<file path="config.mk">
export PLATFORM = sky130hd
export DESIGN_NAME = approx_rc_adder_pipe
export DESIGN_NICKNAME = d
export VERILOG_FILES = /design/src/rtl/approx_rc_adder_pipe.sv
export SDC_FILE = /design/constraint.sdc
export NUM_CORES = 1
export LEC_CHECK = 0
export BUFFER_PORTS_ARGS = -buffer_cell sky130_fd_sc_hd__buf_2
export CORE_MARGIN = 2
export CORE_UTILIZATION = 45
export CTS_CLUSTER_DIAMETER = 50
export DETAILED_ROUTE_END_ITERATION = 6
export PLACE_DENSITY = 0.76
export SLEW_MARGIN = 20
export SYNTH_ARGS = -nofsm -noshare
export SYNTH_HDL_FRONTEND = slang
export SYNTH_SLANG_ARGS = --single-unit
export TNS_END_PERCENT = 20
</file>
<file path="constraint.sdc">
create_clock -name i_clk -period 5.28 [get_ports i_clk]
set_clock_uncertainty 0.1 [all_clocks]
set_input_delay 0.264 -clock i_clk [delete_from_list [all_inputs] [get_ports i_clk]]
set_output_delay 0.264 -clock i_clk [all_outputs]
set_load 0.02 [all_outputs]
</file>
<file path="src/rtl/approx_rc_adder_pipe.sv">
// Pipelined WIDTH-bit ripple-carry adder: the low k bits use approximate cell 113, the rest are
// exact. A built-in monitor accumulates error statistics against the exact sum.
module approx_rc_adder_pipe #(
    parameter int unsigned WIDTH      = 16,
    parameter int unsigned APPROX_MAX = 8,
    parameter int unsigned STAGES     = 2,
    parameter int unsigned ACC_W      = 32,
    localparam int unsigned KW        = $clog2(APPROX_MAX + 1)
) (
    input  logic             i_clk,
    input  logic             i_rst,
    input  logic             i_in_valid,
    output logic             o_in_ready,
    input  logic [WIDTH-1:0] i_in1,
    input  logic [WIDTH-1:0] i_in2,
    input  logic [KW-1:0]    i_approx_k,
    output logic             o_out_valid,
    input  logic             i_out_ready,
    output logic [WIDTH:0]   o_sum,
    output logic [WIDTH:0]   o_exact_sum,
    input  logic             i_stat_clear,
    output logic [ACC_W-1:0] o_err_acc,
    output logic [WIDTH:0]   o_err_max,
    output logic [ACC_W-1:0] o_sample_cnt
);

    localparam logic [KW-1:0] KMax = KW'(APPROX_MAX);
    localparam int unsigned   SumW = ((ACC_W > WIDTH + 1) ? ACC_W : WIDTH + 1) + 1;

    // First bit of segment j; the first WIDTH % STAGES segments get one extra bit.
    function automatic int seg_lo(input int j);
        int base;
        int rem;
        base = int'(WIDTH / STAGES);
        rem  = int'(WIDTH % STAGES);
        return j * base + ((j < rem) ? j : rem);
    endfunction

    logic          w_adv;
    logic [KW-1:0] w_k_clamped;

    assign w_k_clamped = (i_approx_k > KMax) ? KMax : i_approx_k;

    for (genvar j = 0; j < STAGES; j++) begin : g_stage
        localparam int Lo = seg_lo(j);
        localparam int Hi = seg_lo(j + 1);

        logic [WIDTH-1:0] w_a, w_b, w_s_in, w_x_in, w_s, w_x;
        logic [KW-1:0]    w_k;
        logic             w_v_in, w_c_in, w_xc_in, w_c, w_xc;
        logic [WIDTH-1:0] r_s, r_x;
        logic             r_v, r_c, r_xc;

        if (j == 0) begin : g_src
            assign w_a     = i_in1;
            assign w_b     = i_in2;
            assign w_k     = w_k_clamped;
            assign w_v_in  = i_in_valid;
            assign w_s_in  = '0;
            assign w_x_in  = '0;
            assign w_c_in  = 1'b0;
            assign w_xc_in = 1'b0;
        end else begin : g_src
            assign w_a     = g_stage[j-1].g_fwd.r_a;
            assign w_b     = g_stage[j-1].g_fwd.r_b;
            assign w_k     = g_stage[j-1].g_fwd.r_k;
            assign w_v_in  = g_stage[j-1].r_v;
            assign w_s_in  = g_stage[j-1].r_s;
            assign w_x_in  = g_stage[j-1].r_x;
            assign w_c_in  = g_stage[j-1].r_c;
            assign w_xc_in = g_stage[j-1].r_xc;
        end

        // Approximate and exact carry chains ripple side by side through this segment.
        always_comb begin
            w_s  = w_s_in;
            w_x  = w_x_in;
            w_c  = w_c_in;
            w_xc = w_xc_in;
            for (int i = Lo; i < Hi; i++) begin
                if (i < int'(w_k)) begin
                    w_s[i] = (~w_a[i] & (w_b[i] | w_c)) | (w_a[i] & w_b[i] & w_c);
                    w_c    = w_a[i];
                end else begin
                    w_s[i] = w_a[i] ^ w_b[i] ^ w_c;
                    w_c    = (w_a[i] & w_b[i]) | (w_c & (w_a[i] ^ w_b[i]));
                end
                w_x[i] = w_a[i] ^ w_b[i] ^ w_xc;
                w_xc   = (w_a[i] & w_b[i]) | (w_xc & (w_a[i] ^ w_b[i]));
            end
        end

        always_ff @(posedge i_clk) begin
            if (i_rst) begin
                r_v  <= 1'b0;
                r_s  <= '0;
                r_x  <= '0;
                r_c  <= 1'b0;
                r_xc <= 1'b0;
            end else if (w_adv) begin
                r_v  <= w_v_in;
                r_s  <= w_s;
                r_x  <= w_x;
                r_c  <= w_c;
                r_xc <= w_xc;
            end
        end

        if (j < STAGES - 1) begin : g_fwd
            logic [WIDTH-1:0] r_a, r_b;
            logic [KW-1:0]    r_k;

            always_ff @(posedge i_clk) begin
                if (i_rst) begin
                    r_a <= '0;
                    r_b <= '0;
                    r_k <= '0;
                end else if (w_adv) begin
                    r_a <= w_a;
                    r_b <= w_b;
                    r_k <= w_k;
                end
            end
        end
    end

    assign o_out_valid = g_stage[STAGES-1].r_v;
    assign o_sum       = {g_stage[STAGES-1].r_c, g_stage[STAGES-1].r_s};
    assign o_exact_sum = {g_stage[STAGES-1].r_xc, g_stage[STAGES-1].r_x};
    assign w_adv       = ~o_out_valid | i_out_ready;
    assign o_in_ready  = w_adv;

    logic             w_xfer;
    logic [WIDTH+1:0] w_diff, w_abs;
    logic [WIDTH:0]   w_err;
    logic [SumW-1:0]  w_acc_sum;
    logic [ACC_W-1:0] w_acc_next;
    logic [ACC_W-1:0] r_err_acc, r_sample_cnt;
    logic [WIDTH:0]   r_err_max;

    assign w_xfer     = o_out_valid & i_out_ready;
    assign w_diff     = {1'b0, o_exact_sum} - {1'b0, o_sum};
    assign w_abs      = w_diff[WIDTH+1] ? (~w_diff + 1'b1) : w_diff;
    assign w_err      = w_abs[WIDTH:0];
    assign w_acc_sum  = SumW'(r_err_acc) + SumW'(w_err);
    assign w_acc_next = (|w_acc_sum[SumW-1:ACC_W]) ? '1 : w_acc_sum[ACC_W-1:0];

    // A clear on the same edge as a transfer drops that sample.
    always_ff @(posedge i_clk) begin
        if (i_rst || i_stat_clear) begin
            r_err_acc    <= '0;
            r_err_max    <= '0;
            r_sample_cnt <= '0;
        end else if (w_xfer) begin
            r_err_acc    <= w_acc_next;
            r_sample_cnt <= (&r_sample_cnt) ? r_sample_cnt : r_sample_cnt + 1'b1;
            if (w_err > r_err_max) begin
                r_err_max <= w_err;
            end
        end
    end

    assign o_err_acc    = r_err_acc;
    assign o_err_max    = r_err_max;
    assign o_sample_cnt = r_sample_cnt;

endmodule
</file>
-- Word level (Yosys, flattened, before mapping)
Index checks and enable logic that the tools add are counted.
- input port bits: 41
- flip-flop bits (word level): 171
- bitwise logic cells: 199
- multiplexer cells: 33
- reductions and logical operators: 4
- $lt $le $gt $ge: 17
- add/sub/neg operators: 4
- operators with widths (operator ; count):
    1-bit AND ; 76
    1-bit OR ; 59
    1-bit bitwise XOR ; 46
    32-bit by 17-bit adder with 33-bit output ; 1
    32-bit by 1-bit adder with 32-bit output (second input constant) ; 1
    32-bit 2-to-1 mux ; 1
    32-bit AND reduction ; 1
    1-bit 2-to-1 mux ; 30
    4-bit less-than comparator (first input constant) ; 7
    17-bit by 17-bit subtractor with 18-bit output ; 1
    17-bit by 1-bit adder with 17-bit output (second input constant) ; 1
    17-bit > comparator ; 1
    17-bit 2-to-1 mux ; 1
    1-bit inverter ; 17
    17-bit inverter ; 1
    3-bit by 4-bit less-than comparator with 1-bit output (first input constant) ; 4
    1-bit by 4-bit less-than comparator with 1-bit output (first input constant) ; 2
    2-bit by 4-bit less-than comparator with 1-bit output (first input constant) ; 2
    4-bit > comparator (second input constant) ; 1
    4-bit 2-to-1 mux ; 1
    2-bit AND reduction ; 2
    1-bit logical OR ; 1

-- Longest topological paths before layout
Gate-level depths: netlist of run 1.
- depth in word-level cells: 26
- mapped depth: 24
- depth with buffers taken out: 23

-- Worst setup path after synthesis of run 1
OpenSTA, ideal clock, no wires.
- kind: input-to-reg
- start point: input port i_approx_k[2]
- end point: register g_stage[0].r_s[7]
- stages: 19
- path slack: -0.309 ns
- data arrival time: 5.340 ns
- library setup time: 0.149 ns
- required time: 5.031 ns
- cell sequence: clkbuf_1 -> nor4_1 -> o21ai_0 -> fa_1 -> nand2_1 -> o21ai_0 -> fa_1 -> mux2_2 -> fa_1 -> mux2_2 -> fa_1 -> mux2_2 -> fa_1 -> mux2_2 -> fa_1 -> mux2i_1 -> fa_1 -> mux2i_1 -> a211oi_1
- word-level cells in the longest chain between the ends: 26
- elaborated cells between the ends (all ways): 35
- those cells by class: order compare: 9; mux: 9; bitwise: 17
- RTL lines (what ; line ; source):
    from (decl) ; 16 ; input logic [KW-1:0] i_approx_k,
    4-bit > comparator ; 42 ; assign w_k_clamped = (i_approx_k > KMax) ? KMax : i_approx_k;
    4-bit 2-to-1 mux (*) ; 42 ;
    1-bit by 4-bit less-than comparator with 1-bit output ; 81 ; if (i < int'(w_k)) begin
    1-bit 2-to-1 mux ; 81 ;
    1-bit AND ; 86 ; w_c = (w_a[i] & w_b[i]) | (w_c & (w_a[i] ^ w_b[i]));
    1-bit OR ; 86 ;
    1-bit 2-to-1 mux ; 81 ;
    1-bit AND ; 86 ;
    (+10 left out) ; -- ;
    1-bit 2-to-1 mux ; 81 ;
    1-bit AND ; 86 ;
    1-bit OR ; 86 ;
    1-bit 2-to-1 mux ; 81 ;
    1-bit OR ; 82 ; w_s[i] = (~w_a[i] & (w_b[i] | w_c)) | (w_a[i] & w_b[i] & w_c);
    1-bit AND ; 82 ;
    1-bit OR ; 82 ;
    1-bit 2-to-1 mux (*) ; 81 ;
    to (signal assigned) ; 102 ; r_s <= w_s;
    to (decl) ; 51 ; logic [WIDTH-1:0] r_s, r_x;
Mark *: on every way between the ends. The rest lies on a longest branch, timed or not.
A chain may end at the register's enable or synchronous reset.

-- Worst setup path after layout of run 1
- start point: register g_stage[0].g_fwd.r_k[0]
- end point: register g_stage[1].r_s[15]
- word-level cells in the longest chain between the ends: 21
- elaborated cells between the ends (all ways): 27
- those cells by class: order compare: 7; mux: 7; bitwise: 13
- RTL lines (what ; line ; source):
    from (decl) ; 111 ; logic [KW-1:0] r_k;
    from (signal assigned) ; 121 ; r_k <= w_k;
    4-bit less-than comparator ; 81 ;
    1-bit 2-to-1 mux ; 81 ;
    1-bit AND ; 86 ;
    1-bit OR ; 86 ;
    1-bit 2-to-1 mux ; 81 ;
    1-bit AND ; 86 ;
    1-bit OR ; 86 ;
    1-bit 2-to-1 mux ; 81 ;
    (+5 left out) ; -- ;
    1-bit 2-to-1 mux ; 81 ;
    1-bit AND ; 86 ;
    1-bit OR ; 86 ;
    1-bit 2-to-1 mux ; 81 ;
    1-bit AND ; 86 ;
    1-bit OR ; 86 ;
    1-bit 2-to-1 mux (*) ; 81 ;
    1-bit bitwise XOR (*) ; 85 ; w_s[i] = w_a[i] ^ w_b[i] ^ w_c;
    to (signal assigned) ; 102 ;
    to (decl) ; 51 ;
Marked as above.

==> flow_summary.ini, run 1 <==
[synthesis]
synth_area_um2 = 9710
synth_fp_nets = 1322
postSynth.asyncResetShare_pct = 0
post_synthesis_cells = 1180
yosys_register_bits = 155
yosysWarnings = 0
synth_edf_count = 0
synth_area_per_cell_um2 = 8.23
synthDistinctLibCells = 63
yosysSeqAreaShare_pct = 32.0
postSynth.topFlopCell = sky130_fd_sc_hd__dfxtp_1

[cts]
cts.sinks = 155
root_buffer = sky130_fd_sc_hd__clkbuf_16
tritoncts.num_buffers = 17
path_clk_slew_ns = 0.07
ctsLongestPathBuffers = 2
clock_insertion_delay_worst_skew_ns = 0.43
htree_levels = 4
cts_tree = built

[floorplan]
core-area_um2 = 21100
floorplan.initialDensity_pct = 46.0
die_x_um = 151
area_enclosed_by_the_die_boundary_um2 = 22800
io_pins = 158
die_h_um = 151
placement_rows = 53

[cells_and_area]
final-instance-count-excl-fill = 1637
most-common-layout-cells = sky130_fd_sc_hd__buf_2 (157), sky130_fd_sc_hd__dfxtp_1 (150), sky130_fd_sc_hd__nand2_1 (146)
final_common_cell = sky130_fd_sc_hd__buf_2
fin_nets = 1491
drive_gt1_share_pct = 20.6
layout-area-overhead-vs-synth_pct = 21.5
filler_cell_count_in_the_final_layout = 1926
final_design_area_no_fill_um2 = 11800
insertedDiodeCount = 0

[sta]
min_period_over_period_pct = 97.5
shortest_clock_period_the_worst_path_allows_after_layout_ns = 5.15
timing_hold_violations_final = 0
timing.final.max_slew_violations = 0
grt_setup_unrepaired = yes
max_clock_freq_mhz = 194
setup_violations = 0
fin_ws_ns = 0.132
worst-slew-pin-transition_ns = 0.884
worst_slew_margin_rel_pct = 41.1
holdWs_ns = 0.00714

[critical_path]
reg2reg_slack_ns = 0.13
critical_path_data_arrival_time_ns = 5.40
startpoint_type = register
rr_worst_depth = 18
path_class = reg -> reg
required_time_of_the_worst_setup_path_ns = 5.54
critPathMaxFanout = 2
critical_path.endpoint_type = register

[status]
status = completed

[drt]
detail_route.drc_violations = 0
drt_first_pass_iters = 5
drt-vias-per-instance = 5.34
detailroute.via_count = 8745
wl_per_cell_um = 14.7
detail-route-antenna-nets = 0
wirelength_mm = 24.1
drc_marker_count_from_the_first_detailed_route_iteration = 429

[hold_path]
worst_hold_path_cell_count = 3
worst_hold_path_type = in -> reg

[global_routing]
antenna_violations_before_repair = 0
number_of_global_route_vias_before_repair = 8046
grt_pass1_wl_mm = 38.7
grt-ovfl-total = 0
grt_resource_usage_total_pct = 21.0
grt_start_max_net_pins = 77

[placement]
dpl_cell_area_um2 = 10900
dp_worst_setup_slack_ns = -0.480
place.detailed.hpwl_mm = 17.9
placed_cells = 1588
gp_routability_congestion = 0.922
io_buffers = 157

[pwr]
total_leakage_power_nw = 5.13
vdd_drop_max_uv = 228
powerDensity_nw_per_um2 = 359

[run]
timing.max_cap.violations = 0
==> worst max-delay path, stage by stage, from the launching register on <==
cell                       delay [ns]
sky130_fd_sc_hd__dfxtp_2         0.35
sky130_fd_sc_hd__o31ai_4         0.08
sky130_fd_sc_hd__buf_4           0.15
sky130_fd_sc_hd__nor2_4          0.07
sky130_fd_sc_hd__a21oi_2         0.05
sky130_fd_sc_hd__fa_2            0.32
sky130_fd_sc_hd__mux2_4          0.27
sky130_fd_sc_hd__fa_2            0.33
sky130_fd_sc_hd__mux2_4          0.28
sky130_fd_sc_hd__fa_2            0.33
sky130_fd_sc_hd__mux2_4          0.28
sky130_fd_sc_hd__fa_2            0.32
sky130_fd_sc_hd__mux2_4          0.27
sky130_fd_sc_hd__fa_1            0.35
sky130_fd_sc_hd__mux2_4          0.29
sky130_fd_sc_hd__fa_2            0.38
sky130_fd_sc_hd__mux2i_4         0.17
sky130_fd_sc_hd__fa_1            0.45
sky130_fd_sc_hd__a211oi_2        0.21
==> per-layer routing <==
| metal | global-route usage [%] | share of wire (%) |
|---|---|---|
| met1 | 28.5 | 46 |
| met2 | 35.3 | 47 |
| met3 | 3.43 | 5.7 |
| met4 | 5.00 | 1.0 |
| met5 | 0 | 0 |
==> path summary, 6_finish.rpt <==
path / startpoint / to
max reg2reg: g_stage[0].g_fwd.r_k[0] / g_stage[1].r_s[15]
max: g_stage[0].g_fwd.r_k[0] / g_stage[1].r_s[15]
min: i_in1[9] / g_stage[0].g_fwd.r_a[9]
min reg2reg: g_stage[0].g_fwd.r_a[15] / g_stage[0].g_fwd.r_a[15]
==> synth_stat cells, types with 34 or more instances <==
cell type | instances | area, um2
sky130_fd_sc_hd__ha_1 | 55 | 688
sky130_fd_sc_hd__fa_1 | 46 | 921
sky130_fd_sc_hd__a211oi_1 | 39 | 293
sky130_fd_sc_hd__a21oi_1 | 124 | 621
sky130_fd_sc_hd__nand2_1 | 146 | 548
sky130_fd_sc_hd__xnor2_1 | 38 | 333
sky130_fd_sc_hd__o21ai_0 | 54 | 270
sky130_fd_sc_hd__clkbuf_1 | 43 | 161
sky130_fd_sc_hd__nor2_1 | 111 | 417
sky130_fd_sc_hd__inv_1 | 95 | 357
sky130_fd_sc_hd__nand3_1 | 34 | 170
sky130_fd_sc_hd__dfxtp_1 | 155 | 3100
==> where the power goes <==
group / total [mW] / internal, mW / leakage [nW] / switching, mW
sequential: 1.28 / 1.23 / 1.27 / 0.0569
clock: 1.23 / 0.639 / 0.289 / 0.590
combinational: 1.73 / 0.691 / 3.57 / 1.04
==> registers in the layout, summed over array words and instances, names as in the netlist <==
register and flops:
g_stage.r_xc 2, o_sample_cnt 32, o_out_valid 1, g_stage.r_s 24
g_stage.r_v 1, o_err_acc 32, g_stage.r_x 24, g_stage.r_c 2
o_err_max 17, g_stage.g_fwd.r_k 4, g_stage.g_fwd.r_a 8, g_stage.g_fwd.r_b 8
==> layout make-up <==
class / instances / area [um2] / area share, %
inverter: 96 / 360 / 3.05
clock inverter: 15 / 173 / 1.46
multi-input combinational: 879 / 6240 / 52.9
sequential: 155 / 3110 / 26.4
clock buffer: 17 / 425 / 3.61
timing repair buffer: 200 / 1150 / 9.72
tap: 275 / 344 / 2.92
==> cell families after synthesis <==
kind of cell | synth area share, %
buf+inv | 5.76
compound gates | 18.5
mux | 1.66
xor+xnor | 5.86
flops | 32.0
simple gates | 19.7
fa+ha+maj | 16.6
==> through the flow <==
stage          util (%)  TNS (ns)  total power [mW]
2_1_floorplan         -   -0.0216              2.55
3_3_place_gp       51.5    -0.618              2.90
4_1_cts            55.3   -0.0202              4.20
5_1_grt            55.9    -0.398              4.52
6_report           55.9         0              4.24
3_5_place_dp       51.5     -1.06              2.95
==> what timing repair did <==
action	CTS	global route
gates resized for setup	16	28
buffers inserted	0	2
setup endpoints to repair	2	38
hold buffers	15	0
pin swaps	1	9
endpoints found under the hold margin	15	0
(Power assumes the default switching activity.)
==> run 2, diff against run 1 <==
--- a/config.mk
+++ b/config.mk
@@ -6,11 +6,13 @@
 export NUM_CORES = 1
 export LEC_CHECK = 0
 export BUFFER_PORTS_ARGS = -buffer_cell sky130_fd_sc_hd__buf_2
+export CELL_PAD_IN_SITES_DETAIL_PLACEMENT = 1
+export CELL_PAD_IN_SITES_GLOBAL_PLACEMENT = 1
 export CORE_MARGIN = 2
-export CORE_UTILIZATION = 45
+export CORE_UTILIZATION = 39
 export CTS_CLUSTER_DIAMETER = 50
 export DETAILED_ROUTE_END_ITERATION = 6
-export PLACE_DENSITY = 0.76
+export PLACE_DENSITY = 0.86
 export SLEW_MARGIN = 20
 export SYNTH_ARGS = -nofsm -noshare
 export SYNTH_HDL_FRONTEND = slang
==> flow_summary.ini, run 2 (same netlist as run 1, synthesis figures left out) <==
[placement]
gp_routability_congestion = 0.899
dpl_cell_area_um2 = 11000
place.detailed.hpwl_mm = 21.4
dp_worst_setup_slack_ns = -0.476
io_buffers = 157
placed_cells = 1642

[pwr]
powerDensity_nw_per_um2 = 373
vdd_drop_max_uv = 189
total_leakage_power_nw = 5.22
finalPower_mw = 4.48

[critical_path]
critical_path.endpoint_type = register
startpoint_type = register
max_stage_delay_cell_worst_path = sky130_fd_sc_hd__fa_1
worstPathBufferInverterCount = 0
worstPathCellList = o31ai_4, a21oi_2, fa_2, mux2_4, fa_2, mux2_4, fa_2, mux2_4, fa_2, mux2_4, fa_1, mux2_4, fa_2, mux2i_4, fa_1, a211oi_2
critical_path_data_arrival_time_ns = 5.42
cpPeakStageDelay_ns = 0.46
critPathMaxFanout = 2
path_class = reg -> reg
required_time_of_the_worst_setup_path_ns = 5.52
cp_delay_by_family_top = adder cells

[global_routing]
grt_start_max_net_pins = 82
grt_pass1_wl_mm = 47.4
grt_resource_usage_total_pct = 22.2
grt-ovfl-total = 0
antenna_violations_before_repair = 1
number_of_global_route_vias_before_repair = 9458

[cells_and_area]
fin_nets = 1502
drive_gt1_share_pct = 21.3
final-instance-count-excl-fill = 1698
layout-area-overhead-vs-synth_pct = 23.6
filler_cell_count_in_the_final_layout = 2976
final_common_cell = sky130_fd_sc_hd__buf_2
most-common-layout-cells = sky130_fd_sc_hd__buf_2 (157), sky130_fd_sc_hd__dfxtp_1 (151), sky130_fd_sc_hd__nand2_1 (146)
final_design_area_no_fill_um2 = 12000
layout.core_utilization_pct = 49.2

[drt]
detail_route.drc_violations = 0
detailroute.via_count = 9092
drt_first_pass_iters = 7
drt-vias-per-instance = 5.35
drc_marker_count_from_the_first_detailed_route_iteration = 516
detail-route-antenna-nets = 0
wirelength_mm = 28.9
wl_per_cell_um = 17.0

[status]
status = completed

[sta]
grt_setup_unrepaired = yes
worst_slew_margin_rel_pct = 42.2
totalNegativeSetupSlack_ns = 0
fin_ws_ns = 0.108
timing_hold_violations_final = 0
holdWs_ns = 0.0344
timing.final.max_slew_violations = 0
setup_violations = 0
min_period_over_period_pct = 98.0
shortest_clock_period_the_worst_path_allows_after_layout_ns = 5.17
worst-slew-pin-transition_ns = 0.868
max_clock_freq_mhz = 193

[cts]
path_clk_slew_ns = 0.07
root_buffer = sky130_fd_sc_hd__clkbuf_16
cts_tree = built
htree_levels = 4
clock_insertion_delay_worst_skew_ns = 0.43
tritoncts.num_buffers = 17
ctsLongestPathBuffers = 2
cts.sinks = 155

[hold_path]
worst_hold_path_type = in -> reg

[run]
timing.max_cap.violations = 0

[floorplan]
placement_rows = 57
core-area_um2 = 24400
die_h_um = 162
die_x_um = 162
io_pins = 158
floorplan.initialDensity_pct = 39.8
area_enclosed_by_the_die_boundary_um2 = 26200
-- run 2: changes by cell type in the layout (fill, tap and decap cells not counted), sizes merged --
| cell | before | now |
|---|---|---|
| bufinv | 0 | 3 |
| diode | 0 | 1 |
| clkinv | 6 | 4 |
| clkinvlp | 1 | 2 |
| buf | 185 | 196 |
| inv | 104 | 101 |
| clkbuf | 17 | 18 |
-- run 2: where the power goes --
part / internal [mW] / leakage, nW / switching [mW]
Clock: 0.780 / 0.312 / 0.566
Sequential: 1.23 / 1.27 / 0.0619
Combinational: 0.746 / 3.64 / 1.10
Total: 2.75 / 5.22 / 1.73
-- run 2: path summary, 6_finish.rpt --
kind / depth (start not counted) / start / endpoint / slack, ns
max: 16 / g_stage[0].g_fwd.r_k[2] / g_stage[1].r_s[15] / 0.11
min: 3 / i_in1[9] / g_stage[0].g_fwd.r_a[9] / 0.03
max reg2reg: 16 / g_stage[0].g_fwd.r_k[2] / g_stage[1].r_s[15] / 0.11
min reg2reg: 2 / g_stage[0].r_v / g_stage[0].r_v / 0.35
-- run 2: final cells by class --
class / count / area [um2] / share of cell area [%]
Multi-Input combinational cell: 879 / 6250 / 52.1
Clock buffer: 18 / 439 / 3.66
Tap cell: 324 / 405 / 3.38
Timing Repair Buffer: 211 / 1230 / 10.3
Antenna cell: 1 / 2.50 / 0.0209
Inverter: 96 / 364 / 3.03
Clock inverter: 14 / 203 / 1.69
Sequential cell: 155 / 3110 / 25.9
-- run 2: repair_timing --
action	4_1_cts	5_1_grt
gates resized for setup	19	28
pin swaps	3	15
buffers inserted	0	8
hold buffers	15	0
endpoints found under the setup margin	2	51
hold endpoints to repair	15	0
-- run 2: worst min-delay path, cell delays in order --
cell,delay [ns]
sky130_fd_sc_hd__buf_2,0.10
sky130_fd_sc_hd__nand2_1,0.08
sky130_fd_sc_hd__a21oi_1,0.07
-- run 2: metal layers --
metal	global-route usage, %	share of wire, %
met1	28.5	44
met2	38.8	50
met3	2.66	3.6
met4	7.16	2.0
met5	0	0
==> run 3, diff against run 2 <==
--- a/config.mk
+++ b/config.mk
@@ -12,7 +12,7 @@
 export CORE_UTILIZATION = 39
 export CTS_CLUSTER_DIAMETER = 50
 export DETAILED_ROUTE_END_ITERATION = 6
-export PLACE_DENSITY = 0.86
+export PLACE_DENSITY_LB_ADDON = 0.25
 export SLEW_MARGIN = 20
 export SYNTH_ARGS = -nofsm -noshare
 export SYNTH_HDL_FRONTEND = slang
==> flow_summary.ini, run 3 (same netlist as run 1, synthesis figures left out) <==
[critical_path]
critical_path.endpoint_type = register
timing.critical_path.from = g_stage[0].g_fwd.r_k[2]
required_time_of_the_worst_setup_path_ns = 5.53
path_common_cell = sky130_fd_sc_hd__fa_2
rr_worst_depth = 16
critical_path_data_arrival_time_ns = 5.48
path_class = reg -> reg
startpoint_type = register
critical_path.endpoint = g_stage[1].r_s[15]
cpPeakStageDelay_ns = 0.45
worstPathCellList = o31ai_4, a21oi_2, fa_2, mux2_4, fa_2, mux2_4, fa_2, mux2_4, fa_2, mux2_4, fa_2, mux2_4, fa_2, mux2i_2, fa_1, a211oi_2
max_stage_delay_cell_worst_path = sky130_fd_sc_hd__fa_1
critPathMaxFanout = 2
critical_path.reg2reg.endpoint = g_stage[1].r_s[15]
reg2reg_slack_ns = 0.04
startpoint_of_the_lowest_slack_register_to_register_path = g_stage[0].g_fwd.r_k[2]

[sta]
holdWs_ns = 0.167
totalNegativeSetupSlack_ns = 0
max_clock_freq_mhz = 191
worst_slew_margin_rel_pct = 38.4
worst-slew-pin-transition_ns = 0.925
shortest_clock_period_the_worst_path_allows_after_layout_ns = 5.24
setup_violations = 0
timing.final.max_slew_violations = 0
min_period_over_period_pct = 99.2
timing_hold_violations_final = 0
grt_setup_unrepaired = yes

[placement]
io_buffers = 157
gp_routability_congestion = 0.874
place.detailed.hpwl_mm = 20.5

[global_routing]
grt_resource_usage_total_pct = 21.3
grt_pass1_wl_mm = 45.8
number_of_global_route_vias_before_repair = 9260
grt_start_max_net_pins = 82
antenna_violations_before_repair = 0
grt-ovfl-total = 0

[hold_path]
worst_hold_path_type = in -> reg

[drt]
wirelength_mm = 27.9
drt-vias-per-instance = 5.28
drt_first_pass_iters = 4
detail_route.drc_violations = 0
wl_per_cell_um = 16.3
detailroute.via_count = 9021
detail-route-antenna-nets = 0
drc_marker_count_from_the_first_detailed_route_iteration = 320

[floorplan]
floorplan.initialDensity_pct = 39.8
core-area_um2 = 24400
placement_rows = 57
area_enclosed_by_the_die_boundary_um2 = 26200
io_pins = 158
die_h_um = 162
die_x_um = 162

[cts]
ctsLongestPathBuffers = 2
tritoncts.num_buffers = 17
cts_tree = built
clock_insertion_delay_worst_skew_ns = 0.43
cts.sinks = 155
htree_levels = 4
root_buffer = sky130_fd_sc_hd__clkbuf_16
path_clk_slew_ns = 0.07

[pwr]
p_int_mw = 2.82
power.switching_fraction_pct = 38.3
p_clk_share_pct = 29.0
finalPower_mw = 4.57
total_leakage_power_nw = 5.24
vdd_drop_max_uv = 164
p_comb_share_pct = 42.9
power_switching_mw = 1.75
powerDensity_nw_per_um2 = 377
seq_power_share_pct = 28.1

[cells_and_area]
layout-area-overhead-vs-synth_pct = 24.8
insertedDiodeCount = 0
filler_cell_count_in_the_final_layout = 3023
most-common-layout-cells = sky130_fd_sc_hd__buf_2 (157), sky130_fd_sc_hd__dfxtp_1 (151), sky130_fd_sc_hd__nand2_1 (146)
drive_gt1_share_pct = 22.2
fin_nets = 1515
final_common_cell = sky130_fd_sc_hd__buf_2

[status]
status = completed

[run]
timing.max_cap.violations = 0
## run 3: changes by cell type in the layout (fill, tap and decap cells not counted), moves of 2 or more
cell / change
sky130_fd_sc_hd__dlygate4sd3_1: +2
sky130_fd_sc_hd__a21oi_2: +3
sky130_fd_sc_hd__xnor2_1: +4
sky130_fd_sc_hd__buf_4: +11
sky130_fd_sc_hd__a31oi_2: -2
sky130_fd_sc_hd__a21oi_1: -3
sky130_fd_sc_hd__inv_8: -3
sky130_fd_sc_hd__inv_6: +2
sky130_fd_sc_hd__ha_1: -2
sky130_fd_sc_hd__clkinvlp_4: +2
sky130_fd_sc_hd__xnor2_2: -4
## run 3: power by group through the flow
stage	logic, mW	registers [mW]	clock network (mW)
after CTS	1.91	1.28	1.36
after detailed placement	1.88	1.31	0
after global placement	1.81	1.31	0
after global routing	2.19	1.29	1.40
final	1.96	1.28	1.32
after floorplan	1.21	1.33	0
## run 3: area by class of cell
type | instances | area, um2 | area share [%]
clock buffers | 18 | 439 | 3.63
clock inverters | 14 | 185 | 1.53
inverters | 96 | 364 | 3.01
multi-input cells | 879 | 6280 | 51.8
flip-flops and latches | 155 | 3110 | 25.7
well taps | 324 | 405 | 3.35
repair buffers | 224 | 1340 | 11.0
## run 3: timing repair
item                                    in CTS  in global routing
resized for setup                           18                 35
pin swaps                                    1                 16
hold buffers                                17                  0
hold endpoints to repair                    17                  0
setup buffers                                0                  3
endpoints found under the setup margin       2                 51
## run 3: critical path: cells and delay by family (launching register included)
family                     cells  cell delay, ns
adders and majority gates      7            2.53
muxes                          6            1.59
AOI/OAI and AO/OA              3            0.60
DFF                            1            0.34
## run 3: worst min path at each step
stage	from	cells after the start	slack, ns	endpoint
after global routing	i_in1[7]	3	0.19	g_stage[0].r_c
after CTS	i_in1[7]	3	0.16	g_stage[0].r_c
after global placement	g_stage[0].r_x[3]	2	0.34	g_stage[0].r_x[3]
final	i_in1[7]	3	0.17	g_stage[0].r_c
after detailed placement	g_stage[0].r_x[6]	2	0.35	g_stage[0].r_x[6]
after floorplan	i_in1[10]	2	0.30	g_stage[0].g_fwd.r_a[10]
## run 3: per-layer routing
layer,up-vias,wire [um],GRT usage [%]
met5,-,0,0
met4,0,363,5.31
met3,27,856,3.22
met2,144,14100,38.5
met1,4410,12600,26.6
li1,4440,-,-
## run 3: metrics by stage
step | util (%) | std cells | cell area, um2 | setup slack [ns]
floorplan | - | 1180 | 9730 | -0.0216
global placement | 45.4 | 1658 | 11100 | -0.231
detailed placement | 45.4 | 1658 | 11100 | -0.389
CTS | 48.9 | 1707 | 11900 | 0.0298
global route | 49.7 | 1710 | 12100 | -0.111
finish | 49.7 | 1710 | 12100 | 0.0417
